==> src/rtl/axi_rd_arbiter.sv <==
// rtl/axi_rd_arbiter.sv - IFU/LSU arbiter for one single-beat AXI4 read port (AR/R).
// Round-robin when YSYX_23060251_ARB_RR_EN is defined, otherwise fixed LSU-over-IFU priority.
module axi_rd_arbiter #(
  parameter int ADDR_W = 32,
  parameter int DATA_W = 32,
  parameter int ID_W   = 4,
  parameter int IFU_ID = 0,
  parameter int LSU_ID = 1
) (
  input  logic              clk_i,
  input  logic              rst_i,
  input  logic              ifu_ar_valid_i,
  input  logic [ADDR_W-1:0] ifu_ar_addr_i,
  output logic              ifu_ar_ready_o,
  output logic              ifu_r_valid_o,
  output logic [DATA_W-1:0] ifu_r_data_o,
  output logic [1:0]        ifu_r_resp_o,
  input  logic              ifu_r_ready_i,
  input  logic              lsu_ar_valid_i,
  input  logic [ADDR_W-1:0] lsu_ar_addr_i,
  output logic              lsu_ar_ready_o,
  output logic              lsu_r_valid_o,
  output logic [DATA_W-1:0] lsu_r_data_o,
  output logic [1:0]        lsu_r_resp_o,
  input  logic              lsu_r_ready_i,
  output logic              mst_ar_valid_o,
  output logic [ADDR_W-1:0] mst_ar_addr_o,
  output logic [ID_W-1:0]   mst_ar_id_o,
  output logic [7:0]        mst_ar_len_o,
  output logic [2:0]        mst_ar_size_o,
  output logic [1:0]        mst_ar_burst_o,
  input  logic              mst_ar_ready_i,
  input  logic              mst_r_valid_i,
  input  logic [DATA_W-1:0] mst_r_data_i,
  input  logic [1:0]        mst_r_resp_i,
  input  logic              mst_r_last_i,
  input  logic [ID_W-1:0]   mst_r_id_i,
  output logic              mst_r_ready_o,
  output logic              busy_o,
  output logic              id_err_o
);

  typedef enum logic [1:0] {
    S_IDLE = 2'd0,
    S_AR   = 2'd1,
    S_R    = 2'd2
  } state_t;

  localparam logic [ID_W-1:0] L_IFU_ID = ID_W'(IFU_ID);
  localparam logic [ID_W-1:0] L_LSU_ID = ID_W'(LSU_ID);

  state_t              r_state;
  state_t              w_next_state;
  logic                r_grant;       // 0 = IFU, 1 = LSU
  logic                r_last_grant;
  logic                r_ar_valid;
  logic [ADDR_W-1:0]   r_ar_addr;
  logic [ID_W-1:0]     r_ar_id;
  logic                r_id_err;

  logic w_req_any;
  logic w_pick_lsu;
  logic w_grant_fire;
  logic w_owner_r_ready;
  logic w_r_hs;
  logic w_in_r;

  assign w_req_any = ifu_ar_valid_i | lsu_ar_valid_i;

`ifdef YSYX_23060251_ARB_RR_EN
  // On a tie the requester that did not finish last goes next.
  assign w_pick_lsu = lsu_ar_valid_i & (~ifu_ar_valid_i | ~r_last_grant);
`else
  logic w_unused_last_grant;
  assign w_pick_lsu          = lsu_ar_valid_i;
  assign w_unused_last_grant = r_last_grant;
`endif

  assign w_grant_fire    = (r_state == S_IDLE) & w_req_any;
  assign w_in_r          = (r_state == S_R);
  assign w_owner_r_ready = r_grant ? lsu_r_ready_i : ifu_r_ready_i;
  assign w_r_hs          = mst_r_valid_i & mst_r_ready_o;

  assign ifu_ar_ready_o = w_grant_fire & ~w_pick_lsu;
  assign lsu_ar_ready_o = w_grant_fire & w_pick_lsu;

  assign mst_r_ready_o = w_in_r & w_owner_r_ready;
  assign ifu_r_valid_o = w_in_r & ~r_grant & mst_r_valid_i;
  assign lsu_r_valid_o = w_in_r & r_grant & mst_r_valid_i;
  assign ifu_r_data_o  = mst_r_data_i;
  assign lsu_r_data_o  = mst_r_data_i;
  assign ifu_r_resp_o  = mst_r_resp_i;
  assign lsu_r_resp_o  = mst_r_resp_i;

  assign mst_ar_valid_o = r_ar_valid;
  assign mst_ar_addr_o  = r_ar_addr;
  assign mst_ar_id_o    = r_ar_id;
  assign mst_ar_len_o   = 8'd0;
  assign mst_ar_size_o  = 3'b010;
  assign mst_ar_burst_o = 2'b01;

  assign busy_o   = (r_state != S_IDLE);
  assign id_err_o = r_id_err;

  always_ff @(posedge clk_i) begin
    if (rst_i) begin
      r_state <= S_IDLE;
    end else begin
      r_state <= w_next_state;
    end
  end

  always_comb begin
    w_next_state = r_state;
    case (r_state)
      S_IDLE:  if (w_req_any) w_next_state = S_AR;
      S_AR:    if (mst_ar_ready_i) w_next_state = S_R;
      // Beats without rlast are delivered but keep us in R.
      S_R:     if (w_r_hs & mst_r_last_i) w_next_state = S_IDLE;
      default: w_next_state = S_IDLE;
    endcase
  end

  always_ff @(posedge clk_i) begin
    if (rst_i) begin
      r_grant      <= 1'b0;
      r_last_grant <= 1'b1;
      r_ar_valid   <= 1'b0;
      r_ar_addr    <= '0;
      r_ar_id      <= '0;
      r_id_err     <= 1'b0;
    end else begin
      if (w_grant_fire) begin
        r_grant    <= w_pick_lsu;
        r_ar_valid <= 1'b1;
        r_ar_addr  <= w_pick_lsu ? lsu_ar_addr_i : ifu_ar_addr_i;
        r_ar_id    <= w_pick_lsu ? L_LSU_ID : L_IFU_ID;
      end
      if ((r_state == S_AR) && mst_ar_ready_i) begin
        r_ar_valid <= 1'b0;
      end
      if (w_in_r && w_r_hs && mst_r_last_i) begin
        r_last_grant <= r_grant;
      end
      if (w_in_r && w_r_hs && (mst_r_id_i != r_ar_id)) begin
        r_id_err <= 1'b1;
      end
    end
  end

endmodule
==> config.mk <==
export PLATFORM = sky130hd
export DESIGN_NAME = axi_rd_arbiter
export DESIGN_NICKNAME = d
export VERILOG_FILES = /design/src/rtl/axi_rd_arbiter.sv
export SDC_FILE = /design/constraint.sdc
export NUM_CORES = 1
export LEC_CHECK = 0
export ABC_AREA = 1
export CORE_ASPECT_RATIO = 1.25
export CORE_MARGIN = 1
export CORE_UTILIZATION = 28
export DETAILED_ROUTE_END_ITERATION = 6
export MAX_ROUTING_LAYER = met4
export PLACE_DENSITY = 0.78
export SETUP_SLACK_MARGIN = 0.05
export SKIP_LAST_GASP = 1
export SLEW_MARGIN = 20
export SYNTH_ARGS = -nofsm -noshare
export SYNTH_HDL_FRONTEND = slang
export SYNTH_SLANG_ARGS = --single-unit
==> constraint.sdc <==
create_clock -name clk_i -period 1.1 [get_ports clk_i]
set_input_delay 0.165 -clock clk_i [delete_from_list [all_inputs] [get_ports clk_i]]
set_output_delay 0.165 -clock clk_i [all_outputs]
set_load 0.02 [all_outputs]
After elaboration in Yosys (flattened, before gate mapping). Cells that the tools add are included.

Flip-flop bits (word level): 41. Logic and storage cells: 39. Bits of input ports: 111. Output and inout bits: 125.

Reduce and logical (&&, ||, !) cells: 7. Equal/unequal tests: 6. Mux-type cells: 7. Bitwise operators: 13.

Operators by type and width (count): $mux 32 (1); $and 1x1->1 (10); $mux 2 (3); $pmux 2 s3 (1); $ne 2x2->1 const B (2); $ne 4x4->1 (1); $logic_and 1x1->1 (3); $reduce_and 3->1 (1); $eq 2x1->1 const B (1); $eq 2x2->1 const B (1); $logic_not 2->1 (1); $mux 1 (2); $ne 2x1->1 const B (1); $not 1->1 (2); $reduce_bool 2->1 (1); $reduce_or 2->1 (1); $or 1x1->1 (1).

Depth between registers and ports, before layout. Gate-level depths: netlist (run 1).

Depth in word-level cells: 6. Gate-level depth with buffers: 7. Mapped depth without buffers: 7.

Least setup slack after synthesis (run 1). OpenSTA, ideal clock, no wires.

Path type: reg2out. From: register r_state[1]. To: output port ifu_ar_ready_o. Buffers on the path: 1. Stages on the path, launching flop included: 7. Setup slack: -253 ps. Data required time: 935 ps. Arrival: 1188 ps. Cells stage by stage: dfxtp_1 -> inv_1 -> nand2_2 -> nor2_8 -> inv_6 -> buf_6 -> nor2_1.

Cells in the longest elaborated chain, start to end: 3.

RTL lines: start, declared (line 52) `state_t r_state;`; start signal, assigned (line 109) `r_state <= w_next_state;`; $logic_not 2->1 (line 79) `assign w_grant_fire = (r_state == S_IDLE) & w_req_any;`; $and 1x1->1 (line 79); $and 1x1->1 (line 84) `assign ifu_ar_ready_o = w_grant_fire & ~w_pick_lsu;`; end, declared (line 14) `output logic ifu_ar_ready_o,`.

Every way passes these cells.

Worst setup path in the final report (run 1).
From: register r_state[0]. To: output port ifu_ar_ready_o.

Same word-level chain as after synthesis.

==> results of run 1 <==
-- power by group through the flow --
stage | sequential (mW) | clock [mW] | combinational [mW]
2_1_floorplan | 1.69 | 0 | 0.978
3_3_place_gp | 1.55 | 0 | 1.33
3_5_place_dp | 1.55 | 0 | 1.35
4_1_cts | 1.52 | 1.33 | 1.35
5_1_grt | 1.54 | 1.37 | 1.91
6_report | 1.52 | 1.27 | 1.78
-- worst max-delay path: stages (launching register included) --
cell     delay (ns)
dfxtp_2        0.34
inv_2          0.06
nand2_4        0.07
nor2_8         0.13
inv_6          0.05
nor2_4         0.09
buf_6          0.12
-- path summary, 6_finish.rpt --
check	slack [ns]	end	startpoint
setup reg to reg	-0.17	mst_ar_addr_o[29]	r_state[0]
setup / recovery	-0.22	ifu_ar_ready_o	r_state[0]
hold / removal	0.33	ifu_r_data_o[25]	mst_r_data_i[25]
hold reg to reg	0.46	mst_ar_addr_o[11]	mst_ar_addr_o[11]
-- flip-flops by register name, summed over array words and instances (netlist names) --
name            cells
r_grant             1
mst_ar_addr_o      32
id_err_o            1
r_state             2
mst_ar_valid_o      1
-- layout by cell type, fill, tap and decap left out, drive strengths merged --
| cell type | n |
|---|---|
| nand2 | 107 |
| conb | 16 |
| nor3 | 2 |
| o21ai | 32 |
| buf | 70 |
| inv | 41 |
| a21oi | 36 |
| bufinv | 1 |
| clkinvlp | 1 |
| clkdlybuf4s50 | 75 |
| nor2 | 10 |
| nand3 | 2 |
| nand3b | 1 |
| nand4 | 1 |
| dfxtp | 37 |
| clkbuf | 10 |
| nor3b | 1 |
-- metrics by stage --
step	TNS [ns]	hold slack (ns)	util (%)
floorplan	-0.0507	0.344	-
global route	-7.58	0.330	43.2
detailed placement	-19.31	0.330	37.9
global placement	-18.28	0.330	37.9
finish	-5.15	0.330	43.2
CTS	-7.31	0.314	38.2
-- routing by layer --
layer	global-route usage, %	vias to the layer above	wire length [um]
met5	-	-	0
met4	7.74	0	264
met3	3.74	40	599
met2	25.9	104	4220
met1	14.3	1052	2860
li1	-	1178	-
-- repair_timing --
item	4_1_cts	5_1_grt
pin swaps	2	31
resized for setup	177	77
endpoints found under the setup margin	77	43
buffers inserted	3	5
cloned	1	6
endpoints found under the hold margin	0	0
-- logic make-up after synthesis --
logic type      Yosys count  synth area share [%]
simple gates            124                  19.9
buf+inv                 143                  37.0
other cells               2                 0.297
compound gates           68                  13.5
flops                    37                  29.3
-- area by class of cell --
class | count | area [um2] | area share, %
Clock inverter | 2 | 37.5 | 0.998
Multi-Input combinational cell | 208 | 1170 | 31.2
Inverter | 41 | 161 | 4.29
Timing Repair Buffer | 149 | 1410 | 37.5
Tap cell | 120 | 150 | 3.99
Clock buffer | 6 | 82.6 | 2.20
Sequential cell | 37 | 747 | 19.9
==> impl_metrics.yaml, run 1 <==
outcome:
  outcome: "complete, but fails checks"
  failed_checks: "setup timing"
finish:
  layout.nets: 553
  fin_cells: 563
  drive_above_1_share_pct: 32.7
  diodes: 0
  area_growth_pct: 48.9
  fillers: 869
  final_cell_area_um2: 3760
job:
  drv_cap: 0
yosys:
  synth_commonest_cells: "nand2_1, buf_4, inv_1, dfxtp_1, a21oi_1"
  seq_area_frac_synth_pct: 29.3
  synth.largest_area_cell: "dfxtp_1"
  ys.flop_type: "dfxtp_1"
  ys_ff_latch: 37
  synth_edf_count: 0
  synth_area_um2: 2520
  synth_top_area_share_pct: 29.3
  synth.distinct_cells: 23
  async_reset_ff_share_pct: 0
  synthCells: 374
  synth.area.top_cells: "dfxtp_1, buf_4, nand2_1"
  avgSynthCellArea_um2: 6.75
  synth_most_common_cell: "nand2_1"
  synth_warnings: 0
clock_tree:
  numCtsBuffers: 5
  cts_root_buf: "clkbuf_8"
  cts.sinks: 37
  cts.path.max_buffers: 2
  hold_buffers: 0
  cts_tree: "built"
  clkLatencyLatePin_ns: 0.29
  htree_levels: 2
  clk_pin_slew_ns: 0.08
pwr:
  p_sw_mw: 1.51
  pwr-share-clk_pct: 27.8
  p_int_mw: 3.07
  pwr-share-seq_pct: 33.3
  swShare_pct: 32.9
  power_frac_comb_pct: 38.9
  leakage_nw: 1.77
  power_density_nw_per_um2: 1220
  max-vdd-ir-drop_mv: 0.504
  total_power_mw: 4.58
sta:
  finalSetupViolations: 41
  layout_worst_path_cycle_share_pct: 120
  finalHoldViolations: 0
  setup_slack_ns: -0.221
  rsz0062_at_grt: "yes"
  period_minus_slack_ns: 1.32
  max_freq_mhz: 757
  finClkSkew_ns: 0.00525
  drv_slew: 0
hold_path:
  whs_path_depth: 0
  hold_path.class: "input port to primary output"
grt:
  gr-usage-all-layers_pct: 14.5
  antenna_found_initial: 0
  grt_pass1_vias: 2147
  grt_max_degree: 43
  overflow: 0
  grt_pass1_wl_um: 10100
floorplanning:
  row_count: 38
  die_w_um: 86.9
  ioPinCount: 236
  core_area_um2: 8700
  start_util_pct: 29.0
  dieHeight_um: 108
  dieArea_um2: 9400
drt:
  routed_wl_um: 7950
  via_count: 2374
  drc: 0
  ant_nets: 0
  viasPerCell: 4.22
  first_pass_iters: 4
  routedWlPerCell_um: 14.1
  drt_iter0_drc: 84
worst_setup_path:
  critPathCaptureType: "primary output"
  start_kind: "flop"
  cp.required_ns: 0.94
  reg2reg_depth: 8
  crit_fanout: 3
  arrival_ns: 1.16
  crit_type: "flop to primary output"
place:
  pre_cts_slack_ns: -0.643
  place.gp.congestion: 0.783
  place_hpwl_um: 5210
  placed_cells: 542
  placed_area_um2: 3300
  port_buffers: 117
Power figures use the tool's default switching activity.
==> run 2: changes to the inputs <==
- PLACE_DENSITY: 0.78 -> 0.87
- RECOVER_POWER: default -> 100
==> run 2 against run 1 <==
- the flow still finishes with violations (setup timing)
- routed wire length down 1.2%
- clock-buffer cell count unchanged
- die area unchanged
- critical path type unchanged
- largest power group unchanged
==> impl_metrics.yaml, run 2 (synthesized netlist as in run 1, its figures left out) <==
floorplanning:
  core_area_um2: 8700
  dieHeight_um: 108
  ioPinCount: 236
  row_count: 38
  dieArea_um2: 9400
  die_w_um: 86.9
  start_util_pct: 29.0
grt:
  grt_max_degree: 45
  grt_pass1_wl_um: 10300
  overflow: 0
  antenna_found_initial: 0
  gr-usage-all-layers_pct: 14.7
  grt_pass1_vias: 2169
finish:
  fillers: 902
  largest_reg_flops: 32
  mostFrequentLayoutCell: "nand2_1"
  area_growth_pct: 38.5
  drive_above_1_share_pct: 23.4
  layout_common_cells: "nand2_1, clkdlybuf4s50_1, inv_1, buf_2, dfxtp_1"
  final_cell_area_um2: 3500
  multi_input_area_um2: 978
  seqCellArea_um2: 747
  layout.nets: 546
  diodes: 0
worst_setup_path:
  crit_type: "flop to primary output"
  crit_fanout: 3
  crit_chain: "inv_4, nor2_4, inv_2, nor3_2, buf_4"
  arrival_ns: 1.19
  cp.required_ns: 0.94
  start_kind: "flop"
  slowest_delay_ns: 0.35
  slowest_stage: "dfxtp_2"
  critPathCaptureType: "primary output"
job:
  drv_cap: 0
drt:
  routedWlPerCell_um: 14.1
  drc: 0
  viasPerCell: 4.24
  drt_iter0_drc: 83
  ant_nets: 0
  routed_wl_um: 7850
  first_pass_iters: 4
  via_count: 2357
sta:
  setup_slack_ns: -0.251
  rsz0062_at_grt: "yes"
  finClkSkew_ns: 0.00913
  period_minus_slack_ns: 1.35
  layout_worst_path_cycle_share_pct: 123
  drv_slew: 0
  finalSetupViolations: 41
  max_freq_mhz: 740
  finalHoldViolations: 0
place:
  place_hpwl_um: 5500
  pre_cts_slack_ns: -0.652
  port_buffers: 117
  placed_area_um2: 3260
  place.gp.congestion: 0.753
clock_tree:
  cts.sinks: 37
  clkLatencyLatePin_ns: 0.29
  clk_pin_slew_ns: 0.09
  cts_tree: "built"
  cts_root_buf: "clkbuf_8"
  htree_levels: 2
  numCtsBuffers: 5
  cts.path.max_buffers: 2
  hold_buffers: 0
pwr:
  leakage_nw: 1.63
  max-vdd-ir-drop_mv: 0.462
  power_density_nw_per_um2: 1240
outcome:
  failed_checks: "setup timing"
  outcome: "complete, but fails checks"
hold_path:
  hold_path.class: "input port to flop"
-- run 2: layout make-up --
type                    count  share of cell area [%]
inverters                  41                    4.62
clock inverters             2                    1.07
multi-input cells         208                    28.0
well taps                 120                    4.29
clock buffers               6                    2.36
flip-flops and latches     37                    21.4
repair buffers            142                    38.3
-- run 2: path summary, 6_finish.rpt --
check	depth (start not counted)	slack [ns]	to	start
max	5	-0.25	ifu_r_valid_o	r_state[1]
min	4	0.33	r_grant	lsu_ar_valid_i
max reg2reg	8	-0.19	mst_ar_valid_o	r_state[0]
min reg2reg	2	0.46	mst_ar_addr_o[16]	mst_ar_addr_o[16]
-- run 2: routing by layer --
layer  vias up  routed length, um  part of all wire, %  track usage (%)
met5         -                  0                    0                -
met4         0                233                  3.0             7.98
met3        34                788                   10             6.26
met2       100               4120                   53             26.0
met1      1059               2710                   34             13.0
li1       1164                  -                    -                -
-- run 2: power breakdown --
group / internal, mW / switching (mW)
combinational: 0.763 / 0.779
clock: 0.738 / 0.527
sequential: 1.46 / 0.0670
-- run 2: critical path: cells and delay by family (launching register included) --
kind	cells	cell delay (ns)
flip-flops	1	0.35
buffers and inverters	3	0.28
AND/OR/NAND/NOR	2	0.27
-- run 2: stage by stage --
| stage | TNS (ns) | total power, mW | std cells | util (%) | hold WS, ns |
|---|---|---|---|---|---|
| final | -6.84 | 4.33 | 556 | 40.2 | 0.330 |
| after global routing | -8.99 | 4.55 | 556 | 40.2 | 0.330 |
| after CTS | -7.95 | 4.06 | 546 | 36.9 | 0.302 |
| after detailed placement | -19.66 | 2.88 | 537 | 37.5 | 0.330 |
| after global placement | -18.05 | 2.85 | 537 | 37.5 | 0.330 |
| after floorplan | -0.0507 | 2.66 | 388 | - | 0.344 |
-- run 2: timing repair --
item / 4_1_cts / 5_1_grt
endpoints found under the setup margin: 77 / 43
setup buffers: 1 / 6
pin swaps: 1 / 15
resized for setup: 173 / 30
gates cloned: 0 / 6
==> run 3: changes to the inputs <==
- PLACE_DENSITY: 0.87 -> 0.86
==> run 3 against run 2 <==
- the run still ends with setup timing left
- worst hold slack got worse by 0.020 ns
- via count is 0.72% lower
- routed wire length fell by 7.4%
- final cell count down 0.90%
- clock power about the same
- critical path depth grew 1
- sequential share of layout area grew 1.3 points
- clock skew decreased by 0.0020 ns
- power is 5.9% lower
- worst setup slack improved by 0.0082 ns
- critical endpoint is now ifu_ar_ready_o
==> impl_metrics.yaml, run 3 (synthesized netlist as in run 1, its figures left out) <==
outcome:
  outcome: "complete, but fails checks"
  failed_checks: "setup timing"
clock_tree:
  clkLatencyLatePin_ns: 0.28
  cts.path.max_buffers: 2
  cts.sinks: 37
  numCtsBuffers: 5
  clk_pin_slew_ns: 0.08
  htree_levels: 2
  cts_root_buf: "clkbuf_8"
  cts_tree: "built"
worst_setup_path:
  crit_chain: "inv_2, nand2_4, nor2_8, inv_6, nor2_4, buf_6"
  slowest_delay_ns: 0.37
  cp.required_ns: 0.94
  crit_fanout: 4
  reg2reg_depth: 7
  arrival_ns: 1.18
  crit_type: "flop to primary output"
  start_kind: "flop"
  slowest_stage: "dfxtp_4"
  critPathCaptureType: "primary output"
sta:
  layout_worst_path_cycle_share_pct: 122
  finalSetupViolations: 41
  finalHoldViolations: 0
  drv_slew: 0
  setup_slack_ns: -0.242
  max_freq_mhz: 745
  finClkSkew_ns: 0.00718
  tns_ns: -6.98
  rsz0062_at_grt: "yes"
  period_minus_slack_ns: 1.34
drt:
  routedWlPerCell_um: 13.2
  drt_iter0_drc: 49
  viasPerCell: 4.25
  via_count: 2340
  ant_nets: 0
  routed_wl_um: 7270
  first_pass_iters: 4
  drc: 0
pwr:
  leakage_nw: 1.52
  power_density_nw_per_um2: 1240
  max-vdd-ir-drop_mv: 0.734
  total_power_mw: 4.08
finish:
  largest_reg_flops: 32
  layout.nets: 541
  mostFrequentLayoutCell: "nand2_1"
  multi_input_area_um2: 942
  fillers: 931
  drive_above_1_share_pct: 18.6
  layout_common_cells: "nand2_1, clkdlybuf4s50_1, inv_1, a21oi_1, dfxtp_1"
  final_cell_area_um2: 3290
  diodes: 0
  seqCellArea_um2: 747
  area_growth_pct: 30.5
grt:
  grt_pass1_vias: 2263
  overflow: 0
  grt_pass1_wl_um: 10600
  antenna_found_initial: 0
  gr-usage-all-layers_pct: 15.4
  grt_max_degree: 48
place:
  pre_cts_slack_ns: -0.654
  placed_area_um2: 3250
  place_hpwl_um: 5810
  port_buffers: 117
  place.gp.congestion: 0.797
floorplanning:
  start_util_pct: 29.0
  row_count: 38
  ioPinCount: 236
  core_area_um2: 8700
  die_w_um: 86.9
  dieArea_um2: 9400
  dieHeight_um: 108
job:
  drv_cap: 0
hold_path:
  whs_path_depth: 4
  hold_path.class: "input port to flop"
[run 3: cell count changes in the layout (fill, tap and decap cells not counted), sizes merged]
| cell | delta |
|---|---|
| buf | -35 |
| bufbuf | +1 |
| clkbuf | +30 |
| dlygate4sd2 | -1 |
[run 3: final timing paths]
path                    start          endpoint  slack, ns
max                r_state[0]    ifu_ar_ready_o      -0.24
min            lsu_ar_valid_i           r_grant       0.31
max reg2reg        r_state[0]  mst_ar_addr_o[8]      -0.23
min reg2reg  mst_ar_addr_o[9]  mst_ar_addr_o[9]       0.46
[run 3: metrics by stage]
step,utilization [%],cells,hold WS [ns]
detailed placement,37.4,537,0.330
global route,37.9,551,0.321
global placement,37.4,537,0.330
floorplan,-,388,0.344
finish,37.9,551,0.310
CTS,37.5,549,0.311
[run 3: per-layer routing]
layer | vias up | share of wire, % | GRT usage (%) | wire (um)
li1 | 1150 | - | - | -
met1 | 1039 | 32 | 12.8 | 2310
met2 | 120 | 53 | 28.2 | 3850
met3 | 31 | 11 | 6.03 | 777
met4 | 0 | 4.6 | 9.76 | 337
met5 | - | 0 | - | 0
[run 3: power by group]
| group | internal (mW) | leakage, nW | switching (mW) |
|---|---|---|---|
| Sequential | 1.46 | 0.306 | 0.0691 |
| Combinational | 0.613 | 1.15 | 0.690 |
| Clock | 0.738 | 0.0574 | 0.510 |
| Total | 2.81 | 1.52 | 1.27 |
[run 3: timing repair]
action                                  in CTS  in global routing
setup buffers                                3                  4
endpoints found under the setup margin      77                 43
cloned                                       1                  0
gates resized for setup                    180                 11
hold buffers                                 0                  0
pin swaps                                    1                  5
[run 3: area by class of cell]
| cell class | count | share of cell area [%] |
|---|---|---|
| timing repair buffer | 137 | 35.6 |
| multi-input combinational | 208 | 28.6 |
| sequential | 37 | 22.7 |
| inverter | 41 | 4.90 |
| tap | 120 | 4.56 |
| clock buffer | 6 | 2.51 |
| clock inverter | 2 | 1.14 |
[run 3: worst max-delay path: cells and delay by family, from the launching register on]
kind,cells,cell delay [ns]
flops,1,0.37
simple gates,3,0.29
buf+inv,3,0.22
